### src/rtl/conditioner_pkg.sv
// rtl/conditioner_pkg.sv - shared constants and helpers for key/switch input conditioning
package conditioner_pkg;

    localparam int   DEBOUNCE_20MS_50MHZ = 1_000_000;
    localparam logic KEY_IDLE            = 1'b1;
    localparam logic SW_IDLE             = 1'b0;

    typedef enum logic {
        ST_IDLE    = 1'b0,
        ST_PENDING = 1'b1
    } db_state_t;

    // Counter must hold 0..cycles-1; never narrower than one bit.
    function automatic int cnt_width(input int cycles);
        return (cycles <= 2) ? 1 : $clog2(cycles);
    endfunction

endpackage

### src/rtl/debounce_bit.sv
// rtl/debounce_bit.sv - one-bit synchronizer, debouncer and edge strobe generator
module debounce_bit
    import conditioner_pkg::*;
#(
    parameter int   DEBOUNCE_CYCLES = DEBOUNCE_20MS_50MHZ,
    parameter logic IDLE_LEVEL      = 1'b0
) (
    input  logic clk_clk,
    input  logic reset_reset,
    input  logic raw,
    output logic level,
    output logic rise,
    output logic fall
);

    localparam int CNT_W = cnt_width(DEBOUNCE_CYCLES);
    localparam logic [CNT_W-1:0] CNT_LAST = CNT_W'(DEBOUNCE_CYCLES - 1);

    logic             s1, s2, stable;
    logic [CNT_W-1:0] cnt;
    db_state_t        state, next_state;

    logic             accept;
    logic             stable_d, rise_d, fall_d;
    logic [CNT_W-1:0] cnt_d;

    always_ff @(posedge clk_clk) begin
        if (reset_reset) begin
            s1     <= IDLE_LEVEL;
            s2     <= IDLE_LEVEL;
            stable <= IDLE_LEVEL;
            cnt    <= '0;
            state  <= ST_IDLE;
            rise   <= 1'b0;
            fall   <= 1'b0;
        end else begin
            s1     <= raw;
            s2     <= s1;
            stable <= stable_d;
            cnt    <= cnt_d;
            state  <= next_state;
            rise   <= rise_d;
            fall   <= fall_d;
        end
    end

    // State tracks whether s2 will differ from the accepted level after this edge.
    always_comb begin
        next_state = ST_IDLE;
        if (s1 != stable_d)
            next_state = ST_PENDING;
    end

    always_comb begin
        accept   = 1'b0;
        stable_d = stable;
        cnt_d    = '0;
        rise_d   = 1'b0;
        fall_d   = 1'b0;
        if (state == ST_PENDING) begin
            if (s2 != stable && cnt == CNT_LAST) begin
                accept   = 1'b1;
                stable_d = s2;
                rise_d   = s2;
                fall_d   = ~s2;
            end else if (s2 != stable) begin
                cnt_d = cnt + 1'b1;
            end
        end
        if (accept)
            cnt_d = '0;
    end

    assign level = stable;

endmodule

### src/rtl/key_sw_conditioner.sv
// rtl/key_sw_conditioner.sv - debounced key/switch levels and key press/release strobes
module key_sw_conditioner
    import conditioner_pkg::*;
#(
    parameter int N_KEYS          = 4,
    parameter int N_SW            = 10,
    parameter int DEBOUNCE_CYCLES = DEBOUNCE_20MS_50MHZ
) (
    input  logic              clk_clk,
    input  logic              reset_reset,
    input  logic [N_KEYS-1:0] key_raw,
    input  logic [N_SW-1:0]   sw_raw,
    output logic [N_KEYS-1:0] keys_db,
    output logic [N_SW-1:0]   sw_db,
    output logic [N_KEYS-1:0] key_press,
    output logic [N_KEYS-1:0] key_release
);

    // Keys are active-low: a falling debounced level is a press.
    for (genvar i = 0; i < N_KEYS; i++) begin : g_key
        debounce_bit #(
            .DEBOUNCE_CYCLES (DEBOUNCE_CYCLES),
            .IDLE_LEVEL      (KEY_IDLE)
        ) u_db (
            .clk_clk     (clk_clk),
            .reset_reset (reset_reset),
            .raw         (key_raw[i]),
            .level       (keys_db[i]),
            .rise        (key_release[i]),
            .fall        (key_press[i])
        );
    end

    for (genvar j = 0; j < N_SW; j++) begin : g_sw
        debounce_bit #(
            .DEBOUNCE_CYCLES (DEBOUNCE_CYCLES),
            .IDLE_LEVEL      (SW_IDLE)
        ) u_db (
            .clk_clk     (clk_clk),
            .reset_reset (reset_reset),
            .raw         (sw_raw[j]),
            .level       (sw_db[j]),
            .rise        (),
            .fall        ()
        );
    end

endmodule

### config.mk
export PLATFORM = sky130hd
export DESIGN_NAME = key_sw_conditioner
export DESIGN_NICKNAME = d
export VERILOG_FILES = /design/src/rtl/conditioner_pkg.sv /design/src/rtl/debounce_bit.sv /design/src/rtl/key_sw_conditioner.sv
export SDC_FILE = /design/constraint.sdc
export NUM_CORES = 1
export LEC_CHECK = 0
export CAP_MARGIN = 20
export CORE_AREA = 4 4 207 209
export CTS_BUF_LIST = sky130_fd_sc_hd__clkbuf_16
export DETAILED_ROUTE_END_ITERATION = 12
export DIE_AREA = 0 0 211 213
export GPL_TIMING_DRIVEN = 0
export HOLD_SLACK_MARGIN = 0.02
export SLEW_MARGIN = 20
export SYNTH_ARGS = -nofsm -noshare
export SYNTH_HDL_FRONTEND = slang
export SYNTH_HIERARCHICAL = 1
export SYNTH_SLANG_ARGS = --single-unit
export TNS_END_PERCENT = 1
### constraint.sdc
create_clock -name clk_clk -period 2.47 [get_ports clk_clk]
set_input_delay 0.741 -clock clk_clk [delete_from_list [all_inputs] [get_ports clk_clk]]
set_output_delay 0.741 -clock clk_clk [all_outputs]
set_load 0.005 [all_outputs]
# After elaboration in Yosys (flattened, before gate mapping)
# Index checks and enable logic that the tools add are counted.
# totals
regBits	344
wordCells	272
# op_classes
add_sub_neg	14
eq_ne	42
n_mux	70
n_bitwise	36
reduce_logical	32
# ops
op	n
adder 20 x 1 -> 20 bit, second input constant	14
equality test 20 bit, second input constant	14
two-way mux 1 bit	70
OR reduction 5 bit	14
inverter 1 bit	36
!= test 1 bit	28
logical AND 1 bit	14
OR reduction 3 bit	4

# Longest topological paths before layout
# Gate-level depths: netlist (run 1).
# depth
depth_word	6
mapped_depth	6
mapped_depth_nobuf	5

# Cells and area by module
# Netlist (run 1), hierarchy kept.
# modules_own_cells
module	n_inst	cells_per_inst	area_per_inst_um2
debounce_bit at g_sw[0].u_db ...	9	131	1152.4
debounce_bit at g_key[0].u_db ...	4	132	1179.9
debounce_bit at g_sw[9].u_db	1	130	1151.1

# Least setup slack after synthesis (run 1)
# OpenSTA, ideal clock, no wires.
# synth_timing
path_kind	register to register
start	register g_sw[9].u_db.cnt[0]
end	register g_sw[9].u_db.cnt[18]
setup_ps	70
t_arrival_ps	1773
required_ps	2400
path_slack_ps	627
stages_incl_launch_ff	6
period_less_slack_ps	1843
cell_sequence	dfxtp_1 ha_1 nand2_1 or3_2 or4_1 a21oi_1
# synth_via
elab_chain_len	5
elab_cells_between_ends	6
# synth_rtl
element	line_no	source
start: declaration	debounce_bit.sv:20	logic [CNT_W-1:0] cnt;
start signal: assignment	debounce_bit.sv:40	cnt <= cnt_d;
branches (longest 5 deep; another with adder 20 x 1 -> 20 bit)	-	
# Several ways; the timed one is not identified.
# A chain may end at the register's enable or synchronous reset.

# Worst setup path after layout (run 1)
# layout_timing
start	register g_sw[3].u_db.stable
end	output sw_db[3]
# layout_lines
element	line_no	source
start: declaration	debounce_bit.sv:19	logic s1, s2, stable;
start signal: assignment	debounce_bit.sv:39	stable <= stable_d;
end: declaration	key_sw_conditioner.sv:14	output logic [N_SW-1:0] sw_db,
# No word-level cell between the ends.

==> results of run 1 <==
cell type report:
cell class / instances / area [sq um] / area share [%]
multi-input cells: 1342 / 8300 / 46.2
flip-flops and latches: 344 / 6890 / 38.4
clock buffers: 41 / 1030 / 5.71
well taps: 532 / 666 / 3.71
repair buffers: 38 / 395 / 2.20
plain buffers: 55 / 314 / 1.75
clock inverters: 31 / 225 / 1.25
inverters: 37 / 139 / 0.774
worst reg2reg max path, cell delays in order, from the launching register on:
cell and delay [ns]:
dfxtp_1 0.35, ha_1 0.21, nand2_1 0.17, or3_2 0.58, or4_1 0.49, a21oi_1 0.14
where the power goes:
part / total (mW) / internal, mW / switching [mW]
registers: 5.61 / 5.58 / 0.0276
clock network: 5.59 / 3.32 / 2.27
logic: 0.128 / 0.0649 / 0.0631
placed cells by master, fill, tap and decap left out, types with 43 or more instances in the layout:
master and instances:
nand4_1 67, dfxtp_1 344, xnor2_1 46, and3_1 48, a21oi_1 94, nand3_1 139
nor2_1 206, inv_1 45, or4_1 43, o21ai_0 56, nand2_1 121, xor2_1 136
per-stage QoR:
| step | setup TNS (ns) | hold WS [ns] | setup WS (ns) |
|---|---|---|---|
| after floorplan | 0 | 0.418 | 0.627 |
| after global placement | -705.94 | 0.430 | -2.31 |
| after detailed placement | 0 | 0.445 | 0.355 |
| after global routing | 0 | 0.489 | 0.134 |
| final | 0 | 0.449 | 0.211 |
| after CTS | 0 | 0.454 | 0.169 |
registers in the layout, summed over array words and instances, names as in the netlist:
name / flops
g_sw.u_db/cnt: 200
g_sw.u_db/s2: 10
g_key.u_db/fall: 4
g_key.u_db/state: 4
g_key.u_db/rise: 4
g_sw.u_db/s1: 10
g_key.u_db/s2: 4
g_key.u_db/s1: 4
g_key.u_db/level: 4
g_key.u_db/cnt: 80
g_sw.u_db/state: 10
g_sw.u_db/level: 10
routing by layer:
layer | track usage [%] | vias to the layer above
li1 | - | 6576
met1 | 18.5 | 5804
met2 | 22.9 | 173
met3 | 2.69 | 43
met4 | 4.05 | 0
met5 | 0 | -
path summary, 6_finish.rpt:
check,startpoint,end,slack (ns),cells past startpoint
max,g_sw[3].u_db/level$_SDFF_PP0_,sw_db[3],0.21,1
min,g_sw[9].u_db/cnt[0]$_SDFF_PP0_,g_sw[9].u_db/cnt[0]$_SDFF_PP0_,0.45,1
max reg2reg,g_sw[9].u_db/cnt[0]$_SDFF_PP0_,g_sw[9].u_db/cnt[18]$_SDFF_PP0_,0.47,5
min reg2reg,g_sw[9].u_db/cnt[0]$_SDFF_PP0_,g_sw[9].u_db/cnt[0]$_SDFF_PP0_,0.45,1
==> metrics.csv, run 1 <==
metric,value,unit
htree depth,2,
nets@finish,1888,
fin util,44.0,%
core box area,40800,sq um
Post-CTS Resized,0,
DRT Pass-1 Iters,5,
area delta synth->final,14.8,%
Max clock buf depth,3,
minimum clock period,2.26,ns
Tcrit/Tclk final,91.5,%
crit-path leading delay family,buffers and inverters,
crit start category,flop,
post-route cell area,18000,sq um
initial core utilization,38.3,%
Remaining DRCs,0,
Synth warnings,6,
"Hold-fix buffers, CTS",0,
post-DP HPWL,21100,um
Skew-Pair Late Insertion Delay,0.53,ns
metal3 WL,1270,um
WL per Instance,12.9,um
total track usage,13.8,%
crit end category,output port,
"Largest stage delay, worst path",0.58,ns
Max Used Layer,met4,
Leak,5.70,nW
first-pass GRT wire length,55000,um
initial antenna violation count,1,
CTS root buf,clkbuf_16,
Top Ports,38,
worst-path cell chain,clkdlybuf4s50_1,
max-slew violation count,0,
Vert. Die Dim,213,um
ANT cells,0,
endpoints failing hold,0,
P per Cell Area,631,nW/um^2
worst vdd ir,0.527,mV
Tot Pwr,11.3,mW
Starting DRT DRC Count,540,
worst min path class,flop to flop,
port bufs,37,
Placed Area,16700,sq um
Layout Skew,0.0165,ns
share of cells above drive strength 1,7.57,%
row count,74,
Worst Path Max Fanout,5,
max-cap viol count,0,
Slew @ Worst Pin,0.646,ns
Setup Buffers After CTS,0,
Mapped Avg Cell Area,8.80,sq um
die area,44900,sq um
Worst EP arrival,1.52,ns
metal1 wirelength,15200,um
Max Fclk,443,MHz
WP buf/inv,1,
Crit Path Class,flop to output port,
# placed instances,2348,
post-synthesis instance area,15600,sq um
Final Setup Violations,0,
fin cells,2420,
GP Congestion,0.804,
vias in the first global route,12000,
cts bufs inserted,40,
fillers,4001,
drt total wl,31100,um
Critical-path top delay cell,clkdlybuf4s50_1,
CP required,1.73,ns
gr ovfl total,0,
vias per inst,5.20,
status,finished clean,
met2 routed WL,14100,um
syn_nets,1808,
DRT antenna net count,0,
RSZ-0062 raised after global routing,no,
Sink Count,344,
CTS tree,yes,
largest net degree at the start of global routing,59,
Die W,211,um
total number of vias,12600,
clk slew on worst S/H paths,0.06,ns
cell count after synthesis,1778,
slew margin rel.,56.4,%
Power figures use the tool's default switching activity.
==> inputs of run 2 (changes only) <==
--- a/config.mk
+++ b/config.mk
@@ -6,10 +6,11 @@
 export NUM_CORES = 1
 export LEC_CHECK = 0
 export CAP_MARGIN = 20
-export CORE_AREA = 4 4 207 209
+export CORE_AREA = 4 4 198 219
 export CTS_BUF_LIST = sky130_fd_sc_hd__clkbuf_16
+export CTS_CLUSTER_SIZE = 10
 export DETAILED_ROUTE_END_ITERATION = 12
-export DIE_AREA = 0 0 211 213
+export DIE_AREA = 0 0 202 223
 export GPL_TIMING_DRIVEN = 0
 export HOLD_SLACK_MARGIN = 0.02
 export SLEW_MARGIN = 20
==> metrics.csv, run 2 (synthesis results as in run 1) <==
metric,value,unit,change
Layout Skew,0.0109,ns,was 0.0165 ns
DRT Pass-1 Iters,5,,unchanged
CTS root buf,clkbuf_16,,unchanged
Post-CTS Resized,0,,unchanged
Setup Buffers After CTS,0,,unchanged
GP Congestion,0.792,,was 0.804
crit end category,output port,,unchanged
row count,78,,was 74
Sw Pwr,2.27,mW,was 2.36 mW
sequential group share of total power,51.0,%,was 49.5%
"Largest stage delay, worst path",0.58,ns,about the same
total number of vias,12500,,was 12600
worst vdd ir,0.476,mV,was 0.527 mV
Max clock buf depth,3,,unchanged
initial core utilization,38.1,%,was 38.3%
vias in the first global route,11900,,was 12000
crit start category,flop,,unchanged
clk slew on worst S/H paths,0.05,ns,was 0.06 ns
largest net degree at the start of global routing,72,,was 59
minimum clock period,2.29,ns,was 2.26 ns
gr ovfl total,0,,unchanged
Tcrit/Tclk final,92.8,%,was 91.5%
largest registers,"g_sw.u_db/cnt (200), g_key.u_db/cnt (80)",,unchanged
die area,45000,sq um,was 44900 sq um
Tot Pwr,11.0,mW,was 11.3 mW
ANT cells,0,,unchanged
Remaining DRCs,0,,unchanged
area delta synth->final,14.4,%,was 14.8%
share of cells above drive strength 1,7.30,%,was 7.57%
Starting DRT DRC Count,551,,was 540
worst min path class,flop to flop,,unchanged
DRT antenna net count,0,,unchanged
P_int,8.74,mW,was 8.97 mW
Critical-path top delay cell,clkdlybuf4s50_1,,unchanged
drt total wl,30700,um,was 31100 um
CTS tree,yes,,unchanged
Clock Power Share,47.8,%,was 49.4%
Largest register FFs,200,,unchanged
vias per inst,5.13,,was 5.20
WP buf/inv,1,,unchanged
Worst EP arrival,1.55,ns,was 1.52 ns
P per Cell Area,615,nW/um^2,was 631 nW/um^2
endpoints failing hold,0,,unchanged
Vert. Die Dim,223,um,was 213 um
Worst Path Max Fanout,5,,unchanged
area of the multi-input gates,8300,sq um,unchanged
RSZ-0062 raised after global routing,no,,unchanged
worst-path cell chain,clkdlybuf4s50_1,,unchanged
cts bufs inserted,42,,was 40
sequential standard cell area,6890,sq um,unchanged
Leak,5.66,nW,was 5.70 nW
fillers,4003,,was 4001
port bufs,37,,unchanged
Crit Path Class,flop to output port,,unchanged
post-DP HPWL,20900,um,was 21100 um
"leading cell type in the layout, fill and taps excluded",dfxtp_1,,unchanged
Sw Share,20.6,%,was 20.9%
initial antenna violation count,0,,was 1
Top Ports,38,,unchanged
htree depth,2,,unchanged
WL per Instance,12.6,um,was 12.9 um
crit-path leading delay family,buffers and inverters,,unchanged
Sink Count,344,,unchanged
Final Setup Violations,0,,unchanged
first-pass GRT wire length,54000,um,was 55000 um
Skew-Pair Late Insertion Delay,0.53,ns,about the same
largest register by flop count,g_sw.u_db/cnt,,unchanged
CP required,1.73,ns,about the same
total track usage,13.5,%,was 13.8%
core box area,41100,sq um,was 40800 sq um
highest-count cells in the layout ignoring fill and taps,"dfxtp_1, nor2_1, nand3_1, xor2_1, nand2_1",,unchanged
Die W,202,um,was 211 um
max-cap viol count,0,,unchanged
max-slew violation count,0,,unchanged
nets@finish,1890,,was 1888
Slew @ Worst Pin,0.596,ns,was 0.646 ns
slew margin rel.,59.9,%,was 56.4%
status,finished clean,,unchanged
Placed Area,16700,sq um,about the same
"Hold-fix buffers, CTS",0,,unchanged
Gate power share,1.1,%,about the same
post-route cell area,17900,sq um,was 18000 sq um
Max Fclk,436,MHz,was 443 MHz
==> run 2: cell types whose count changed in the layout (fill, tap and decap cells not counted) <==
cell and change:
bufinv_16 -3, inv_1 +2, clkinvlp_4 -2, clkinv_1 -7
clkbuf_16 +2, inv_6 -2, clkinv_4 -1
==> run 2: layer usage <==
layer	up-vias	wire length, um	global-route usage (%)
met5	-	0	0
met4	0	687	4.72
li1	6558	-	-
met3	50	1060	2.38
met1	5753	14700	17.6
met2	137	14200	22.6
==> run 2: power by group through the flow <==
stage / logic (mW) / clock network (mW) / registers (mW)
after global placement: 0.124 / 0 / 5.73
after floorplan: 0.0644 / 0 / 5.72
after global routing: 0.142 / 5.72 / 5.61
final: 0.126 / 5.27 / 5.61
after detailed placement: 0.128 / 0 / 5.73
after CTS: 0.129 / 5.51 / 5.61
==> run 2: final timing paths <==
path,startpoint,depth (start not counted),slack (ns),endpoint
min,g_sw[9].u_db/cnt[0]$_SDFF_PP0_,1,0.45,g_sw[9].u_db/cnt[0]$_SDFF_PP0_
min reg2reg,g_sw[9].u_db/cnt[0]$_SDFF_PP0_,1,0.45,g_sw[9].u_db/cnt[0]$_SDFF_PP0_
max,g_sw[4].u_db/level$_SDFF_PP0_,1,0.18,sw_db[4]
max reg2reg,g_sw[9].u_db/cnt[0]$_SDFF_PP0_,5,0.47,g_sw[9].u_db/cnt[18]$_SDFF_PP0_
==> run 2: layout make-up <==
class,instances,share of cell area (%)
multi-input cells,1342,46.4
clock inverters,18,0.420
repair buffers,38,2.21
plain buffers,55,1.76
flip-flops and latches,344,38.5
inverters,37,0.776
clock buffers,43,6.01
well taps,560,3.92
==> run 2: stage by stage <==
stage	setup TNS [ns]	hold slack (ns)	worst slack (ns)	cells	utilization (%)
6_report	0	0.446	0.177	2437	43.5
4_1_cts	0	0.453	0.101	2437	43.5
3_3_place_gp	-692.11	0.432	-2.33	2375	40.7
3_5_place_dp	0	0.443	0.297	2376	40.7
2_1_floorplan	0	0.418	0.627	1778	-
5_1_grt	0	0.470	0.0692	2437	43.5
